[src/rtl/parity_frame_pkg.sv]
// Shared definitions for the parity-framed serial link (receive and transmit sides).
package parity_frame_pkg;

  localparam int unsigned STATE_W  = 3;
  localparam int unsigned PAR_EVEN = 0;
  localparam int unsigned PAR_ODD  = 1;

  typedef enum logic [STATE_W-1:0] {
    ST_IDLE   = 3'd0,
    ST_DATA   = 3'd1,
    ST_PARITY = 3'd2,
    ST_STOP   = 3'd3,
    ST_BREAK  = 3'd4
  } state_t;

endpackage

[src/rtl/parity_tree.sv]
// Parameterized XOR reduction; returns 1 when an odd number of input bits are set.
module parity_tree #(
  parameter int unsigned WIDTH = 9
) (
  input  logic [WIDTH-1:0] i_data,
  output logic             o_parity
);

  assign o_parity = ^i_data;

endmodule

[src/rtl/parity_frame_rx.sv]
// Frame receiver: start, DATA_W data bits LSB-first, parity, stop; valid/ready output and saturating error count.
module parity_frame_rx
  import parity_frame_pkg::*;
#(
  parameter int unsigned DATA_W     = 8,
  parameter int unsigned PARITY_ODD = PAR_EVEN,
  parameter int unsigned CNT_W      = 8
) (
  input  logic              clk,
  input  logic              rst,
  input  logic              bit_en,
  input  logic              rx_bit,
  output logic [DATA_W-1:0] data_out,
  output logic              data_valid,
  input  logic              data_ready,
  output logic              parity_err,
  output logic              frame_err,
  output logic              overrun,
  output logic [CNT_W-1:0]  err_cnt,
  output logic              busy
);

  localparam int unsigned     IDX_W    = (DATA_W > 1) ? $clog2(DATA_W) : 1;
  localparam logic [IDX_W-1:0] IDX_LAST = IDX_W'(DATA_W - 1);
  localparam logic [CNT_W:0]   CNT_MAX  = {1'b0, {CNT_W{1'b1}}};

  state_t            r_state, w_state_nxt;
  logic [IDX_W-1:0]  r_idx, w_idx_nxt;
  logic [DATA_W-1:0] r_shift, w_shift_nxt;
  logic              r_par, w_par_nxt;
  logic [DATA_W-1:0] r_data, w_data_nxt;
  logic              r_valid, w_valid_nxt;
  logic              r_perr, w_perr_nxt;
  logic              r_ferr, w_ferr_nxt;
  logic              r_ovr, w_ovr_nxt;
  logic [CNT_W-1:0]  r_cnt, w_cnt_nxt;
  logic              r_busy;
  logic              w_xor;
  logic              w_par_ok;
  logic [1:0]        w_inc;
  logic [CNT_W:0]    w_cnt_sum;

  parity_tree #(.WIDTH(DATA_W + 1)) u_parity_tree (
    .i_data   ({r_shift, r_par}),
    .o_parity (w_xor)
  );

  assign w_par_ok = (w_xor == 1'(PARITY_ODD));

  // Next-state and datapath updates; nothing advances without a bit strobe except the output handshake.
  always_comb begin
    w_state_nxt = r_state;
    w_idx_nxt   = r_idx;
    w_shift_nxt = r_shift;
    w_par_nxt   = r_par;
    w_data_nxt  = r_data;
    w_valid_nxt = r_valid & ~data_ready;
    w_perr_nxt  = 1'b0;
    w_ferr_nxt  = 1'b0;
    w_ovr_nxt   = 1'b0;
    if (bit_en) begin
      case (r_state)
        ST_IDLE: begin
          if (!rx_bit) begin
            w_state_nxt = ST_DATA;
            w_idx_nxt   = '0;
            w_shift_nxt = '0;
          end
        end
        ST_DATA: begin
          w_shift_nxt[r_idx] = rx_bit;
          if (r_idx == IDX_LAST) begin
            w_state_nxt = ST_PARITY;
          end else begin
            w_idx_nxt = r_idx + IDX_W'(1);
          end
        end
        ST_PARITY: begin
          w_par_nxt   = rx_bit;
          w_state_nxt = ST_STOP;
        end
        ST_STOP: begin
          if (rx_bit) begin
            w_state_nxt = ST_IDLE;
            if (!w_par_ok) begin
              w_perr_nxt = 1'b1;
            end else if (!r_valid || data_ready) begin
              w_data_nxt  = r_shift;
              w_valid_nxt = 1'b1;
            end else begin
              w_ovr_nxt = 1'b1;
            end
          end else begin
            w_state_nxt = ST_BREAK;
            w_ferr_nxt  = 1'b1;
            w_perr_nxt  = ~w_par_ok;
          end
        end
        ST_BREAK: begin
          if (rx_bit) begin
            w_state_nxt = ST_IDLE;
          end
        end
        default: begin
          w_state_nxt = ST_IDLE;
        end
      endcase
    end
  end

  // Saturating add of this cycle's error events (0..2).
  assign w_inc     = {1'b0, w_perr_nxt} + {1'b0, w_ferr_nxt} + {1'b0, w_ovr_nxt};
  assign w_cnt_sum = (CNT_W + 1)'(r_cnt) + (CNT_W + 1)'(w_inc);
  assign w_cnt_nxt = (w_cnt_sum > CNT_MAX) ? {CNT_W{1'b1}} : w_cnt_sum[CNT_W-1:0];

  always_ff @(posedge clk) begin
    if (rst) begin
      r_state <= ST_IDLE;
      r_idx   <= '0;
      r_shift <= '0;
      r_par   <= 1'b0;
      r_data  <= '0;
      r_valid <= 1'b0;
      r_perr  <= 1'b0;
      r_ferr  <= 1'b0;
      r_ovr   <= 1'b0;
      r_cnt   <= '0;
      r_busy  <= 1'b0;
    end else begin
      r_state <= w_state_nxt;
      r_idx   <= w_idx_nxt;
      r_shift <= w_shift_nxt;
      r_par   <= w_par_nxt;
      r_data  <= w_data_nxt;
      r_valid <= w_valid_nxt;
      r_perr  <= w_perr_nxt;
      r_ferr  <= w_ferr_nxt;
      r_ovr   <= w_ovr_nxt;
      r_cnt   <= w_cnt_nxt;
      r_busy  <= (w_state_nxt != ST_IDLE);
    end
  end

  assign data_out   = r_data;
  assign data_valid = r_valid;
  assign parity_err = r_perr;
  assign frame_err  = r_ferr;
  assign overrun    = r_ovr;
  assign err_cnt    = r_cnt;
  assign busy       = r_busy;

endmodule

[config.mk]
export PLATFORM = sky130hd
export DESIGN_NAME = parity_frame_rx
export DESIGN_NICKNAME = d
export VERILOG_FILES = /design/src/rtl/parity_frame_pkg.sv /design/src/rtl/parity_tree.sv /design/src/rtl/parity_frame_rx.sv
export SDC_FILE = /design/constraint.sdc
export NUM_CORES = 1
export LEC_CHECK = 0
export CORE_MARGIN = 5
export CORE_UTILIZATION = 50
export CTS_CLUSTER_DIAMETER = 150
export DETAILED_ROUTE_END_ITERATION = 8
export MAX_ROUTING_LAYER = met4
export PLACE_DENSITY = 0.83
export SYNTH_ARGS = -nofsm -noshare
export SYNTH_HDL_FRONTEND = slang
export SYNTH_SLANG_ARGS = --single-unit
[constraint.sdc]
create_clock -name clk -period 3.4 [get_ports clk]
set_input_delay 0.68 -clock clk [delete_from_list [all_inputs] [get_ports clk]]
set_output_delay 0.68 -clock clk [all_outputs]
set_load 0.02 [all_outputs]
==> results of run 1 <==
==> routing by layer <==
| metal | vias up | wire [µm] | GRT usage (%) |
|---|---|---|---|
| met4 | 0 | 75 | 7.87 |
| li1 | 774 | - | - |
| met5 | - | 0 | - |
| met2 | 38 | 1790 | 25.1 |
| met1 | 711 | 1660 | 21.4 |
| met3 | 9 | 193 | 4.59 |
==> state kept, by name, indices dropped and copies added (netlist names) <==
| register | cells |
|---|---|
| data_valid | 1 |
| r_par | 1 |
| busy | 1 |
| r_shift | 8 |
| parity_err | 1 |
| frame_err | 1 |
| err_cnt | 8 |
| r_idx | 3 |
| data_out | 8 |
| r_state | 3 |
| overrun | 1 |
==> per-stage QoR <==
stage	TNS (ps)	power (mW)	setup slack (ps)	hold WS, ps
2_1_floorplan	0	0.467	302	462
3_3_place_gp	0	0.480	110	458
3_5_place_dp	-118	0.481	-53.4	464
4_1_cts	0	0.781	64.0	483
5_1_grt	0	0.806	0.779	502
6_report	0	0.778	199	481
==> placed cells by master (no fill, tap or decap), types with 2 or more instances in the layout <==
cell type,instances
nor2b_1,2
clkbuf_4,5
nor3b_1,4
mux2i_1,10
buf_4,8
and3_1,2
inv_1,7
nor3_1,3
xor2_1,4
nand4_1,2
a21oi_1,22
nor2_1,12
dfxtp_1,36
nand4b_1,4
nand2b_1,17
xnor2_1,2
clkdlybuf4s50_1,25
a31oi_1,5
ha_1,4
fa_1,2
nand3_1,6
or3_1,3
nand2_1,16
o21ai_0,12
==> power by group <==
| part | total, mW | leakage [nW] | internal [mW] | switching, mW |
|---|---|---|---|---|
| Sequential | 0.428 | 0.290 | 0.424 | 0.00369 |
| Combinational | 0.0443 | 0.474 | 0.0197 | 0.0246 |
| Clock | 0.306 | 0.0412 | 0.153 | 0.153 |
| Total | 0.778 | 0.805 | 0.597 | 0.181 |
==> kinds of logic (layout without fill, tap and decap cells) <==
logic type | Yosys count | count (layout)
and+or+nand+nor | 79 | 79
AOI/OAI and AO/OA | 46 | 46
DFF | 36 | 36
buffers and inverters | 19 | 48
muxes | 11 | 11
xor gates and xnor gates | 9 | 9
adders and majority gates | 6 | 6
==> final timing paths <==
check / from / to / slack [ps] / depth (start not counted)
hold reg to reg: data_out[4] / data_out[4] / 480 / 2
setup reg to reg: r_shift[3] / err_cnt[4] / 200 / 12
setup / recovery: r_shift[3] / err_cnt[4] / 200 / 12
hold / removal: data_out[4] / data_out[4] / 480 / 2
==> worst register-to-register path, stage by stage (launching register included) <==
cell and delay, ps:
dfxtp_1 360, xnor2_1 210, xnor3_2 490, xor2_2 220
and2_1 190, fa_1 510, ha_1 160, inv_1 60
fa_1 410, buf_4 170, nor2_1 140, o21bai_1 70
a31oi_1 140
==> layout make-up <==
class	count	area [µm²]	area share (%)
clock inverter	3	42.5	1.91
timing repair buffer	33	310	13.9
inverter	7	26.3	1.18
sequential	36	721	32.4
tap	46	57.6	2.58
clock buffer	5	37.5	1.69
multi-input combinational	151	1030	46.3
==> timing repair <==
item	4_1_cts	5_1_grt
buffers inserted	0	1
pin swaps	0	2
resized for setup	2	1
setup endpoints to repair	1	5
hold endpoints to repair	0	0
==> Yosys cell counts, types with 5 or more instances <==
| library cell | count | area, µm² |
|---|---|---|
| a21oi_1 | 22 | 110 |
| a31oi_1 | 5 | 31.3 |
| clkbuf_1 | 9 | 33.8 |
| dfxtp_1 | 36 | 721 |
| inv_1 | 7 | 26.3 |
| mux2i_1 | 10 | 100 |
| nand2_1 | 16 | 60.1 |
| nand2b_1 | 17 | 106 |
| nand3_1 | 7 | 35.0 |
| nor2_1 | 12 | 45.0 |
| o21ai_0 | 12 | 60.1 |
| xor2_1 | 5 | 43.8 |
==> metrics.csv, run 1 <==
metric;value;unit
hold crit path type;reg2reg;
post-route ant nets;0;
clk sinks;36;
outcome;finished, final reports clean;
crit path max fanout;5;
Compound-Gate Fraction of Synth Area;14.1;%
Setup Viol. Count Final;0;
Pwr Density;349;mW/mm²
Setup Skew;10.8;ps
vias in the first global route;1438;
fin util;65.2;%
Worst Max-Slew Pin Slew;420;ps
Die H;70.1;µm
mux cell area share after synthesis;6.78;%
Final Cycle Share;94.1;%
global-route wire length before repair;6.52;mm
main combinational cell family by area after synthesis;simple AND/OR/NAND/NOR gates;
dominant synthesized flop cell;dfxtp_1;
Die X;70.1;µm
Ports;26;
Via-to-Cell Ratio;5.45;
total gr overflow;0;
H-tree depth;2;
clock buffer count from CTS;5;
count of final max-slew check failures;0;
crit path DAT;3470;ps
Simple-Gate Fraction of Synth Area;24.3;%
First-pass DRT Iterations;4;
CP cell instances;xnor2_1, xnor3_2, xor2_2, and2_1, fa_1, ha_1, inv_1, fa_1, buf_4, nor2_1, o21bai_1, a31oi_1;
Slew HR;71.4;%
n_diodes;0;
RSZ-0062 raised after global routing;no;
Netlist Area Pre-Place;0.00181;mm²
WP buf/inv;2;
CP Launch Type;register;
later-pin clock latency in the skew report;350;ps
fin cells;281;
Rows;21;
Placed Area;0.00212;mm²
register bit count reported by yosys;36;
Top delay family on crit path;adder cells;
peak supply drop;290;µV
crit path max-delay cell type;fa_1;
GP Congestion;0.777;
via count;1532;
Fmax;312;MHz
crit path kind;reg2reg;
crit end category;register;
largest net degree at the start of global routing;35;
max-cap violations;0;
TritonCTS clock tree;built;
NumNets Final;245;
port buffer count;25;
syn avg cell area;8.78;µm²
synth unique cells;40;
syn_nets;217;
Post-Synth Adder-Cell Area;4.98;%
WP data required;3670;ps
Fill cells;283;
final hold vios;0;
antenna violations before repair;0;
gr usage total;16.9;%
Post-Route WL;3.73;mm
drt wl/cell;13.3;µm
cells after synthesis;206;
root buf cell;clkbuf_4;
crit-path max cell delay;510;ps
CTS Hold Bufs;0;
Post-synth EDFFs;0;
Post-Synth XOR/XNOR Area;5.95;%
Seq/Total Area, Yosys;39.9;%
DRC Markers;0;
Core ar.;0.00342;mm²
Pleak;0.805;nW
die area;0.00492;mm²
Syn-to-layout area delta;23.2;%
Initial Util;52.9;%
share of cells above drive strength 1;8.94;%
cell mode on critical path;fa_1;
min Tclk post-route;3200;ps
Detailed Place HPWL;2.76;mm
post-route cell area;0.00223;mm²
Synth warnings;0;
placed cells;272;
DR iter-0 viols;136;
Async S/R FF share, synth;0;%
Clock Path Buffers;2;
Worst-path clk slew;120;ps
Note: power is estimated with default switching activity, not from simulation.
==> run 2: changes to the inputs <==
CTS_BUF_LIST = sky130_fd_sc_hd__clkbuf_4 sky130_fd_sc_hd__clkbuf_8   (was default)
PLACE_DENSITY = 0.76   (was 0.83)
RECOVER_POWER = 100   (was default)
==> run 2 against run 1 <==
Compared with the run above:
- die area is the same
- first-iteration DRC count shrank 38%
- worst setup slack gained 5.2 ps
- clock-buffer cell count grew 2
- final area shrank 1.7%
- clock power shrank 19%
- clock skew shrank 5.4 ps
==> metrics.csv, run 2 (synthesis gave the netlist of run 1 again) <==
metric;value;unit
outcome;finished, final reports clean;
Post-Route WL;3.57;mm
Placed Area;0.00212;mm²
gr usage total;15.8;%
vias in the first global route;1299;
Worst Hold Path EP;data_out[5];
Initial Util;52.9;%
Clock Path Buffers;2;
DR iter-0 viols;84;
Hold WS;475;ps
root buf cell;clkbuf_4;
CTS Hold Bufs;0;
Final Cycle Share;94.0;%
First-pass DRT Iterations;4;
crit path max fanout;4;
Rows;21;
H-tree depth;2;
peak supply drop;183;µV
via count;1481;
crit path DAT;3460;ps
Core ar.;0.00342;mm²
largest net degree at the start of global routing;29;
WP data required;3660;ps
crit path kind;reg2reg;
total power;0.720;mW
port buffer count;25;
clk sinks;36;
share of cells above drive strength 1;6.87;%
global-route wire length before repair;6.06;mm
drt wl/cell;12.8;µm
Via-to-Cell Ratio;5.31;
final hold vios;0;
post-route ant nets;0;
Post-CTS Repair Setup Buffers;0;
min Tclk post-route;3200;ps
DRC Markers;0;
Die H;70.1;µm
RSZ-0062 raised after global routing;no;
Worst-path clk slew;100;ps
TritonCTS clock tree;built;
Syn-to-layout area delta;21.0;%
R2R depth;12;
commonest non-fill, non-tap cell in the layout;dfxtp_1;
Worst Max-Slew Pin Slew;996;ps
NumNets Final;244;
CP Launch Type;register;
Ports;26;
Die X;70.1;µm
post-route cell area;0.00219;mm²
Pwr Density;329;mW/mm²
FF-to-FF Start;r_shift[4];
worst reg2reg endpoint;err_cnt[4];
max-cap violations;0;
later-pin clock latency in the skew report;330;ps
Setup Skew;5.44;ps
slack of the worst reg-to-reg path;200;ps
hold path cells;2;
Slew HR;31.7;%
most frequent cells in the layout;35 x dfxtp_1, 23 x dlygate4sd3_1, 22 x a21oi_1;
Setup Viol. Count Final;0;
count of final max-slew check failures;0;
hold crit path type;reg2reg;
n_diodes;0;
antenna violations before repair;0;
die area;0.00492;mm²
Fmax;313;MHz
crit end category;register;
GP Congestion;0.820;
clock buffer count from CTS;5;
Pleak;0.881;nW
total gr overflow;0;
Detailed Place HPWL;2.60;mm
fin util;64.1;%
worst hold start;data_out[5];
run 2: cell types whose count changed in the layout (fill, tap and decap cells not counted), sizes merged:
| cell | previous run | this run |
|---|---|---|
| buf | 8 | 4 |
| bufinv | 1 | 0 |
| clkinv | 1 | 0 |
| clkbuf | 5 | 10 |
| clkinvlp | 1 | 0 |
| dlygate4sd3 | 0 | 23 |
| clkdlybuf4s50 | 25 | 2 |
run 2: power by group:
group          switching [mW]  internal, mW
combinational          0.0244        0.0187
sequential            0.00349         0.424
clock                   0.132         0.117
total                   0.160         0.560
run 2: worst max path at each step:
stage / from / to / slack [ps] / cells past startpoint
2_1_floorplan: r_par / err_cnt[0] / 300 / 11
5_1_grt: r_shift[4] / err_cnt[1] / 5 / 11
6_report: r_shift[4] / err_cnt[4] / 200 / 12
4_1_cts: r_shift[7] / err_cnt[0] / 90 / 11
3_3_place_gp: bit_en / err_cnt[1] / 70 / 10
3_5_place_dp: bit_en / err_cnt[0] / -20 / 11
run 2: area by class of cell:
class	count	area, µm²
fill	302	1230
multi-input combinational	151	1030
sequential	36	722
timing repair buffer	32	292
clock buffer	7	65.1
tap	46	57.6
inverter	7	26.3
run 2: what timing repair did:
item                                    in CTS  in global routing
gates resized for setup                      0                  5
endpoints found under the hold margin        0                  0
endpoints found under the setup margin       0                  5
run 2: stage by stage:
step | setup TNS, ps | setup WS (ps) | instances
floorplan | 0 | 302 | 206
global placement | 0 | 72.0 | 272
detailed placement | -48.5 | -23.5 | 272
CTS | 0 | 89.3 | 279
global route | 0 | 5.13 | 279
finish | 0 | 204 | 279
run 2: worst max-delay path, stage by stage (launching register included):
cell	delay, ps
dfxtp_1	410
xnor2_2	150
xnor3_2	480
xor2_1	200
and2_1	190
fa_1	510
ha_1	170
inv_1	60
fa_1	430
buf_4	180
nor2_1	140
o21bai_1	80
a31oi_1	130
run 2: metal layers:
metal / global-route usage [%] / up-vias / share of wire, %
li1: - / 777 / -
met1: 21.2 / 658 / 48
met2: 22.9 / 42 / 45
met3: 4.45 / 4 / 5.9
met4: 5.11 / 0 / 1.1
met5: - / - / 0
==> edit (config.mk and constraints of run 2) <==
Take the reset off `r_shift` and load it in a clocked block of its own.
--- a/src/rtl/parity_frame_rx.sv
+++ b/src/rtl/parity_frame_rx.sv
@@ -117,7 +117,6 @@
     if (rst) begin
       r_state <= ST_IDLE;
       r_idx   <= '0;
-      r_shift <= '0;
       r_par   <= 1'b0;
       r_data  <= '0;
       r_valid <= 1'b0;
@@ -129,7 +128,6 @@
     end else begin
       r_state <= w_state_nxt;
       r_idx   <= w_idx_nxt;
-      r_shift <= w_shift_nxt;
       r_par   <= w_par_nxt;
       r_data  <= w_data_nxt;
       r_valid <= w_valid_nxt;
@@ -139,6 +137,10 @@
       r_cnt   <= w_cnt_nxt;
       r_busy  <= (w_state_nxt != ST_IDLE);
     end
+  end
+
+  always_ff @(posedge clk) begin
+    r_shift <= w_shift_nxt;
   end
 
   assign data_out   = r_data;
Function: no difference found for any inputs over 10 cycles, from zero or initial values and one cycle with rst high; that may be too few to reach the edited logic, so the function may still have changed.
==> edit against run 2 <==
Die area is 3.8% higher. Setup slack got worse by 0.088 ns. Synthesized area is 4.4% higher. Maximum frequency fell by 2.7%. Sequential cell count unchanged. Cell area rose by 4.5%. Sequential share of layout area rose by 2.0 points. Wire length up 5.2%. Critical endpoint is now err_cnt[5].
Power is not compared: it rests on default switching activity, and its combinational part moved more than twofold at a synthesized area within 25%.
==> edit: results (changes against run 2) <==
INFO  metric drive_gt1_share = 7.111% (was 6.867%)
INFO  metric status = completed (unchanged)
INFO  metric detailed_place.area = 2187 um2 (was 2122 um2)
INFO  metric synth.top_cells.by_count = sky130_fd_sc_hd__dfxtp_1, sky130_fd_sc_hd__nor2_1, sky130_fd_sc_hd__nand2b_1, sky130_fd_sc_hd__mux2i_1, sky130_fd_sc_hd__clkbuf_1 (was sky130_fd_sc_hd__dfxtp_1, sky130_fd_sc_hd__a21oi_1, sky130_fd_sc_hd__nand2b_1, sky130_fd_sc_hd__nand2_1)
INFO  metric part_of_the_yosys_area_used_for_sequential_elements = 42.41% (was 39.86%)
INFO  metric worstPathArrival = 3.49 ns (was 3.46 ns)
INFO  metric synth.lib_cells_used.distinct = 39 (was 40)
INFO  metric clock-root-buffer = sky130_fd_sc_hd__clkbuf_8 (was sky130_fd_sc_hd__clkbuf_4)
INFO  metric post-dp-hpwl = 2.657 mm (was 2.602 mm)
INFO  metric swShare = 23.30%
INFO  metric cts_max_path_buffers = 2 (unchanged)
INFO  metric cp-startpoint = r_shift[6] (was r_shift[4])
INFO  metric grt_pass1_vias = 1481 (was 1299)
INFO  metric grt_start_max_net_pins = 35 (was 29)
INFO  metric fillers = 313 (was 302)
INFO  metric multi_input_area = 1017 um2 (was 1026 um2)
INFO  metric globalplace.congestion = 0.8395 (was 0.8201)
INFO  metric routed_wirelength = 3.756 mm (was 3.569 mm)
INFO  metric finClkSkew = 0.003161 ns (was 0.005440 ns)
INFO  metric worstPathMaxFanout = 5 (was 4)
INFO  metric worst_hold_start = data_out[3] (was data_out[5])
INFO  metric drt_iter0_drc = 116 (was 84)
INFO  metric post-cts-setup-buffer-count = 0 (unchanged)
INFO  metric num-nets-final = 235 (was 244)
INFO  metric clkTransAtPathRegs = 0.07 ns (was 0.10 ns)
INFO  metric synthesis.nets = 210 (was 217)
INFO  metric syn_inst = 199 (was 206)
INFO  metric place_ws = -0.03005 ns (was -0.02349 ns)
INFO  metric placed_cells = 264 (was 272)
INFO  metric path_delay_family = adder cells (unchanged)
INFO  metric ys_top_cells_by_area = sky130_fd_sc_hd__dfxtp_1, sky130_fd_sc_hd__edfxtp_1, sky130_fd_sc_hd__mux2i_1, sky130_fd_sc_hd__nand2b_1, sky130_fd_sc_hd__nor2_1 (was sky130_fd_sc_hd__dfxtp_1, sky130_fd_sc_hd__a21oi_1, sky130_fd_sc_hd__nand2b_1, sky130_fd_sc_hd__mux2i_1, sky130_fd_sc_hd__o21ai_0)
INFO  metric insertion_delay = 0.28 ns (was 0.33 ns)
INFO  metric global_route_usage_over_all_layers = 15.93% (was 15.76%)
INFO  metric route.detailed.vias_per_inst = 5.425 (was 5.308)
INFO  metric synth_edf_count = 8 (was 0)
INFO  metric number_of_standard_cells_in_the_layout_taps_in_and_fillers_out = 273 (was 279)
INFO  metric first_pass_grt_wire_length = 6.368 mm (was 6.058 mm)
INFO  metric worstMarginPinSlew = 1.020 ns (was 0.9961 ns)
[edit: cell types whose count changed after synthesis, moves of 4 or more]
cell	before	now
sky130_fd_sc_hd__nand2_1	16	11
sky130_fd_sc_hd__dfxtp_1	36	28
sky130_fd_sc_hd__nor2_1	12	21
sky130_fd_sc_hd__clkbuf_1	9	13
sky130_fd_sc_hd__edfxtp_1	0	8
sky130_fd_sc_hd__mux2i_1	10	17
sky130_fd_sc_hd__o21ai_0	12	3
sky130_fd_sc_hd__a21oi_1	22	11
[edit: area by class of cell]
| class | count | area share [%] |
|---|---|---|
| timing repair buffer | 31 | 12.42 |
| multi-input combinational | 143 | 44.50 |
| tap | 48 | 2.627 |
| clock buffer | 8 | 4.269 |
| inverter | 7 | 1.149 |
| sequential | 36 | 35.03 |
[edit: path summary, 6_finish.rpt]
check / to / slack, ns / cells past startpoint
worst max-delay path: err_cnt[5] / 0.12 / 12
worst min-delay path: data_out[3] / 0.48 / 2
worst max register to register: err_cnt[5] / 0.12 / 12
worst min register to register: data_out[3] / 0.48 / 2
[edit: cell families (layout without fill, tap and decap cells)]
logic type      count (synthesis)  count (layout)  synth area share [%]
compound gates                 25              25                 8.417
xor+xnor                        8               8                 5.169
fa+ha+maj                       6               6                 4.772
buf+inv                        20              46                 3.977
flops                          36              36                 42.41
mux                            18              18                 10.21
simple gates                   86              86                 25.05
[edit: power groups by stage]
stage               combinational (mW)  clock (mW)  sequential, mW
floorplan                       0.0794           0           0.465
global placement                0.0969           0           0.469
detailed placement               0.101           0           0.470
CTS                              0.106       0.334           0.460
global route                     0.109       0.351           0.462
finish                           0.100       0.323           0.461
[edit: per-layer routing]
layer	up-vias	routed length, um	GRT usage (%)
met3	12	169	3.927
met1	696	1714	19.00
met4	0	87	7.098
met5	-	0	-
met2	38	1784	25.41
li1	735	-	-
